==> src/rtl/bus_arbit_rr.sv <==
// bus_arbit_rr: N-master round-robin bus arbiter with a registered one-hot grant.
// The current owner keeps the bus for as long as its request stays high. When it
// lets go, the bus moves straight to the next requester in circular order, with
// no dead cycle in between.
// Optional feature: define BUS_ARBIT_TIMEOUT_EN to force a handover after
// MAX_HOLD consecutive grant cycles whenever another master is waiting.
module bus_arbit_rr #(
  parameter int NUM_MASTERS = 4,
  parameter int MAX_HOLD    = 16
) (
  input  logic                           clk,
  input  logic                           reset,
  input  logic [NUM_MASTERS-1:0]         m_req,
  output logic [NUM_MASTERS-1:0]         m_grant,
  output logic                           grant_valid,
  output logic [$clog2(NUM_MASTERS)-1:0] grant_id,
  output logic                           timeout_evt
);

  localparam int ID_W = $clog2(NUM_MASTERS);
`ifdef BUS_ARBIT_TIMEOUT_EN
  localparam int CNT_W = $clog2(MAX_HOLD) + 1;
`endif

  // Reject parameter values outside the supported range when the design is elaborated.
  if (NUM_MASTERS < 2 || NUM_MASTERS > 16 || MAX_HOLD < 2 || MAX_HOLD > 256) begin : g_param_check
    $error("bus_arbit_rr: NUM_MASTERS must be 2..16 and MAX_HOLD must be 2..256");
  end

  typedef enum logic {
    IDLE  = 1'b0,
    OWNED = 1'b1
  } state_t;

  state_t                 state_q;
  logic [NUM_MASTERS-1:0] grant_q;
  logic                   valid_q;
  logic [ID_W-1:0]        id_q;
  logic [ID_W-1:0]        lastId_q;
`ifdef BUS_ARBIT_TIMEOUT_EN
  logic [CNT_W-1:0]       holdCnt_q;
  logic                   timeout_q;
`endif

  logic [NUM_MASTERS-1:0] candReq;
  logic [ID_W-1:0]        scanIdx;
  logic                   winFound;
  logic [ID_W-1:0]        winId;
  logic [NUM_MASTERS-1:0] winOneHot;
  logic                   ownerReq;
  logic                   forceRelease;

  // Circular priority scan that starts one past the last owner. The current
  // owner is masked out of the scan. When the owner has dropped its request, the
  // mask changes nothing. On a forced release, the mask keeps the bus from
  // handing straight back to the same master.
  always_comb begin
    candReq  = m_req & ~grant_q;
    scanIdx  = '0;
    winFound = 1'b0;
    winId    = '0;
    for (int k = 0; k < NUM_MASTERS; k++) begin
      scanIdx = ID_W'((int'(lastId_q) + 1 + k) % NUM_MASTERS);
      if (!winFound && candReq[scanIdx]) begin
        winFound = 1'b1;
        winId    = scanIdx;
      end
    end
  end

  // One-hot form of the scan winner, plus the owner's live request bit.
  always_comb begin
    winOneHot        = '0;
    winOneHot[winId] = 1'b1;
    ownerReq         = |(m_req & grant_q);
  end

  // A forced release needs three things: a saturated hold counter, an owner
  // that still wants the bus, and another master waiting.
`ifdef BUS_ARBIT_TIMEOUT_EN
  always_comb begin
    forceRelease = ownerReq && winFound && (holdCnt_q == CNT_W'(MAX_HOLD));
  end
`else
  always_comb begin
    forceRelease = 1'b0;
  end
`endif

  // Arbitration FSM. Every output comes straight from a register updated here.
  always_ff @(posedge clk) begin
    if (reset) begin
      state_q   <= IDLE;
      grant_q   <= '0;
      valid_q   <= 1'b0;
      id_q      <= '0;
      lastId_q  <= ID_W'(NUM_MASTERS - 1);
`ifdef BUS_ARBIT_TIMEOUT_EN
      holdCnt_q <= '0;
      timeout_q <= 1'b0;
`endif
    end else begin
`ifdef BUS_ARBIT_TIMEOUT_EN
      timeout_q <= 1'b0;
`endif
      case (state_q)
        IDLE: begin
          if (winFound) begin
            state_q   <= OWNED;
            grant_q   <= winOneHot;
            valid_q   <= 1'b1;
            id_q      <= winId;
            lastId_q  <= winId;
`ifdef BUS_ARBIT_TIMEOUT_EN
            holdCnt_q <= CNT_W'(1);
`endif
          end
        end
        OWNED: begin
          if (!ownerReq && !winFound) begin
            state_q   <= IDLE;
            grant_q   <= '0;
            valid_q   <= 1'b0;
            id_q      <= '0;
`ifdef BUS_ARBIT_TIMEOUT_EN
            holdCnt_q <= '0;
`endif
          end else if (!ownerReq || forceRelease) begin
            grant_q   <= winOneHot;
            valid_q   <= 1'b1;
            id_q      <= winId;
            lastId_q  <= winId;
`ifdef BUS_ARBIT_TIMEOUT_EN
            holdCnt_q <= CNT_W'(1);
            timeout_q <= forceRelease;
`endif
          end else begin
`ifdef BUS_ARBIT_TIMEOUT_EN
            if (holdCnt_q != CNT_W'(MAX_HOLD)) begin
              holdCnt_q <= holdCnt_q + CNT_W'(1);
            end
`endif
          end
        end
      endcase
    end
  end

  assign m_grant     = grant_q;
  assign grant_valid = valid_q;
  assign grant_id    = id_q;
`ifdef BUS_ARBIT_TIMEOUT_EN
  assign timeout_evt = timeout_q;
`else
  assign timeout_evt = 1'b0;
`endif

endmodule

==> config.mk <==
export PLATFORM = sky130hd
export DESIGN_NAME = bus_arbit_rr
export DESIGN_NICKNAME = d
export VERILOG_FILES = /design/src/rtl/bus_arbit_rr.sv
export SDC_FILE = /design/constraint.sdc
export NUM_CORES = 1
export LEC_CHECK = 0
export CORE_AREA = 2 2 39 41
export DETAILED_ROUTE_END_ITERATION = 8
export DIE_AREA = 0 0 41 43
export PLACE_DENSITY_LB_ADDON = 0.1
export SETUP_SLACK_MARGIN = 0.15
export SLEW_MARGIN = 20
export SYNTH_ARGS = -nofsm -noshare
export SYNTH_HDL_FRONTEND = slang
export SYNTH_SLANG_ARGS = --single-unit
==> constraint.sdc <==
create_clock -name clk -period 2.6 [get_ports clk]
set_input_delay 0.52 -clock clk [delete_from_list [all_inputs] [get_ports clk]]
set_output_delay 0.52 -clock clk [all_outputs]
set_load 0.01 [all_outputs]
==> run metrics, run 1 <==
outcome=finished, final reports clean; H-tree depth=1; die width=41 um; post-layout min period=1910 ps; RSZ-0062 raised after global routing=no; DR pass1 iterations=4; worst setup path class=input pin to register; WL final=roughly 1300 um; final-layout fill cell count=131; M1 GR Usage=28.3%; drc violations=0; max cap viols=0; Non-Filler Instances=97; nets=88; LEAKAGE=0.297 nW; Final Setup Violations=0; placed insts=93; Distinct cells, synth=32; WL/cell=13.1 um; worst-path maximum fanout=4; clk_skew=approximately 2.2 ps; placed cell area=between 700 and 800 um2; Seq/Total Area, Yosys=33.1%; compound-cell area share of the yosys netlist=31.3%; IO buf count=12; FF+latch count, synth=10; RD Place Congestion=~0.84; Syn. warnings=0; initial antenna violation count=0; die height=about 43 um; Worst Setup End Kind=register; cell row count=14; vias in the first global route=459; Syn Nets=between 70 and 80; clk buf depth=2; Synth Instances=66; Setup Fix Bufs, Post-CTS=0; layout cell share with drive strength beyond 1=14.8%; Via Count=553; Fmax achieved=approximately 520 MHz; Adder-Cell Fraction of Synth Area=0%; largest family of logic cells by synthesized area=compound AO/OA/AOI/OAI gates; VDD IR max=0.529 mV; cts bufs inserted=3; xor/xnor share of the synthesized area=0%; first-pass GRT wire length=2150 um; WP data arrival=2070 ps; Final Hold Fails=0; setup TNS=0 ps; Avg Inst Size Synth=9.16 um2; gr usage total=17.8%; most frequent cells in the layout=clkdlybuf4s50_1, dfxtp_1, inv_1, a21oi_1, o32ai_1; largest net degree at the start of global routing=9; most common cell after layout, fill and taps aside=clkdlybuf4s50_1; Most Crowded Layer GR=met1; startpoint types=input pin; GRT met3 Usage=about 4.7%; CP required=between 2000 and 3000 ps; setup ws final=approximately 690 ps; post-route cell area=773 um2; antenna diode count=0; Min-Delay Path Class=register to register; Setup WS pre-CTS=417 ps; post-synthesis mux area share=0%; Vias per Instance=5.70; Final Util=between 50% and 60%; post-DP HPWL=about 980 um; Post-CTS Hold Buffers=0; GR Overflow Total=0; Slew Limit Fails=0; Syn-to-layout area delta=28.0%; crit share post-route=73.6%; Post-Syn Area=about 600 um2; Die ar.=1760 um2; PD cells=1150 nW/um2; clock slew at reported path FFs=60 ps; Initial Utilization=43.7%; number of DRC markers in iteration 0=17; root buf cell=clkbuf_4; PostCTS Resize Cnt=0; DRT antenna net count=0; CTS tree=yes; CTS sink cnt=10; Synth Area in Simple Gates=29.4%; GRT met2 Usage=approximately 23%; Core Region=about 1400 um2; num ports=14; Clock Latency Late Sink=roughly 270 ps
[worst paths after layout]
path	start	to	slack [ps]	depth (start not counted)
max	m_req[1]	lastId_q[1]$_SDFFE_PP1P_	690	5
min	grant_id[1]$_SDFFE_PP0P_	grant_id[1]$_SDFFE_PP0P_	480	2
max reg2reg	m_grant[3]$_SDFFE_PP0P_	lastId_q[1]$_SDFFE_PP1P_	1070	4
min reg2reg	grant_id[1]$_SDFFE_PP0P_	grant_id[1]$_SDFFE_PP0P_	480	2
[registers in the layout (all words and copies together) (netlist names)]
signal	flops
state_q	1
grant_id	2
grant_valid	1
m_grant	4
lastId_q	2
[report_power, final]
group / internal [mW] / switching, mW / total [mW]
Sequential: 0.216 / 0.0698 / 0.286
Combinational: 0.247 / 0.217 / 0.463
Clock: 0.0851 / 0.0548 / 0.140
Total: 0.548 / 0.341 / 0.889
[layout make-up]
cell class / count / area, um2 / area share [%]
multi-input cells: 48 / 370 / 47.9
flip-flops and latches: 10 / 200 / 25.9
repair buffers: 12 / 120 / 15.5
clock buffers: 4 / 36.3 / 4.69
inverters: 7 / 26.3 / 3.40
well taps: 16 / 20.0 / 2.59
[cells in the mapped netlist (all sizes together)]
cell type / count / area [um2]
a221o: 2 / 20.0
buf: 1 / 7.51
nor3: 3 / 15.0
o22ai: 1 / 6.26
inv: 7 / 26.3
a21boi: 1 / 7.51
or2b: 1 / 11.3
a221oi: 2 / 23.8
a31o: 1 / 8.76
conb: 1 / 3.75
a41o: 1 / 10.0
nand3b: 3 / 22.5
nand2: 3 / 11.3
nor2b: 1 / 13.8
o21ai: 1 / 8.76
a211oi: 1 / 7.51
and2b: 1 / 7.51
a21oi: 5 / 25.0
dfxtp: 10 / 200
o311ai: 1 / 8.76
or3: 2 / 22.5
and3b: 1 / 8.76
nand4: 1 / 6.26
nand3: 1 / 5.00
a311o: 1 / 10.0
or3b: 1 / 8.76
a22o: 2 / 17.5
o32ai: 4 / 35.0
nand2b: 3 / 33.8
nor2: 3 / 11.3
[logic make-up (layout without fill, tap and decap cells)]
group	count (synthesis)	after routing
and+or+nand+nor	24	24
buffers and inverters	8	23
DFF	10	10
other	1	1
AOI/OAI and AO/OA	23	23
[stage by stage]
step           power [mW]  hold slack, ps
5_1_grt             0.959             494
2_1_floorplan       0.590             486
6_report            0.889             475
3_3_place_gp        0.755             458
4_1_cts             0.896             476
3_5_place_dp        0.751             467
[critical path: stages]
cell and delay, ps:
clkdlybuf4s50_1 520, nor2b_4 190, a221oi_2 80, or3_4 410
a311o_1 350
[routing by layer]
| metal | wire length, um | up-vias | part of all wire, % |
|---|---|---|---|
| met5 | 0 | - | 0 |
| met4 | 19 | 0 | 1.5 |
| met3 | 42 | 2 | 3.3 |
| met2 | 574 | 9 | 45 |
| met1 | 632 | 256 | 50 |
| li1 | - | 286 | - |
Note: power is estimated with default switching activity, not from simulation.
==> run 2: changes to the inputs <==
Settings changed: CORE_AREA 2 2 39 41 to not set, CORE_MARGIN set to 2, CORE_UTILIZATION set to 42, DIE_AREA 0 0 41 43 to not set.
Clock period 2.6 ns to 1.75 ns, I/O delays scaled along.
==> run 2 against run 1 <==
Compared with the run above:
- combinational power up 76%
- final area up 9.7%
- worst setup slack worse by 500 ps
- largest cell class unchanged
- first-iteration DRC count down 41%
==> run metrics, run 2 (same netlist as run 1, synthesis figures left out) <==
outcome=finished, final reports clean; Routed met2 length=756 um; worst-path maximum fanout=5; crit share post-route=89.4%; RD Place Congestion=0.796; H-tree depth=1; RSZ-0062 raised after global routing=yes; Final Hold Fails=0; PD cells=~1700 nW/um2; Worst Setup End Kind=register; LEAKAGE=0.354 nW; Via Count=604; CTS tree=yes; CP required=around 1900 ps; Initial Utilization=a little under half; Min-Delay Path Class=register to register; most frequent cells in the layout=inv_1, dfxtp_1, clkdlybuf4s50_1, buf_4, a21oi_1; root buf cell=clkbuf_4; Vias per Instance=between 5 and 6; GR Overflow Total=0; antenna diode count=0; post-DP HPWL=around 1100 um; Clock Latency Late Sink=270 ps; met3 WL=between 70 and 80 um; clk buf depth=2; Setup WS pre-CTS=-266 ps; die width=roughly 42 um; first-pass GRT wire length=2280 um; drc violations=0; Fmax achieved=639 MHz; Syn-to-layout area delta=40.4%; vias in the first global route=538; WP data arrival=1700 ps; num ports=14; Slew Limit Fails=0; IO buf count=12; placed insts=97; clock slew at reported path FFs=60 ps; Largest register FFs=4; Final Setup Violations=0; Core Region=between 1000 and 1500 um2; Non-Filler Instances=102; reg-to-reg slack, setup=approximately 190 ps; startpoint types=input pin; DR pass1 iterations=4; met1 WL=just under 700 um; WL final=1560 um; die height=41.9 um; WL/cell=around 15 um; gr usage total=17.6%; layout cell share with drive strength beyond 1=between 20 and 30%; CTS sink cnt=10; nets=94; Top Layer Used=met4; Die ar.=between 1500 and 2000 um2; number of DRC markers in iteration 0=10; cell row count=13; cts bufs inserted=3; worst setup path class=input pin to register; clk_skew=around 2.4 ps; largest net degree at the start of global routing=9; DRT antenna net count=0; Post-CTS Hold Buffers=0; max cap viols=0; final-layout fill cell count=113; post-layout min period=1560 ps; setup ws final=between 150 and 200 ps; VDD IR max=~0.90 mV; initial antenna violation count=0
-- run 2: cell types whose count changed in the layout (fill, tap and decap cells not counted), sizes merged --
cell | before | now
clkdlybuf4s50 | 12 | 7
dlygate4sd2 | 0 | 4
dlymetal6s2s | 0 | 1
buf | 0 | 6
-- run 2: where the power goes --
group	total, mW	switching, mW	internal (mW)
clock network	0.204	0.0777	0.126
logic	0.814	0.386	0.428
registers	0.441	0.108	0.333
-- run 2: metrics by stage --
step | area, um2 | TNS, ps | util [%] | power [mW] | hold WS, ps
4_1_cts | 828 | 0 | 62.9 | 1.41 | 470
5_1_grt | 848 | 0 | 64.4 | 1.54 | 505
6_report | 848 | 0 | 64.4 | 1.46 | 471
2_1_floorplan | 604 | 0 | - | 0.877 | 419
3_5_place_dp | 773 | -1930 | 58.7 | 1.17 | 465
3_3_place_gp | 773 | -1740 | 58.7 | 1.16 | 457
-- run 2: area by class of cell --
cell class                      count  area (um2)  area share, %
Clock buffer                        4        36.3           4.28
Inverter                            7        26.3           3.10
Multi-Input combinational cell     48         398           46.9
Sequential cell                    10         206           24.3
Tap cell                           15        18.8           2.21
Timing Repair Buffer               18         163           19.2
-- run 2: critical path, stage by stage --
cell,delay [ps]
dlygate4sd2_1,280
a22o_1,280
or3_4,440
nand3b_1,220
o32ai_1,130
-- run 2: path summary, 6_finish.rpt --
kind | endpoint | startpoint | depth (start not counted)
worst max-delay path | m_grant[1]$_SDFFE_PP0P_ | m_req[3] | 5
worst min-delay path | grant_id[1]$_SDFFE_PP0P_ | grant_id[1]$_SDFFE_PP0P_ | 2
worst max register to register | m_grant[1]$_SDFFE_PP0P_ | m_grant[3]$_SDFFE_PP0P_ | 4
worst min register to register | grant_id[1]$_SDFFE_PP0P_ | grant_id[1]$_SDFFE_PP0P_ | 2
-- run 2: per-layer routing --
layer,vias to the layer above,track usage (%)
met1,285,20.7
met3,5,5.65
met4,0,12.3
met2,15,26.9
li1,299,-
met5,-,0
-- run 2: what timing repair did --
item                       CTS  global route
gates cloned                 0             0
gates resized for setup      7             6
pin swaps                    4             0
buffers inserted             1             0
setup endpoints to repair   10             7
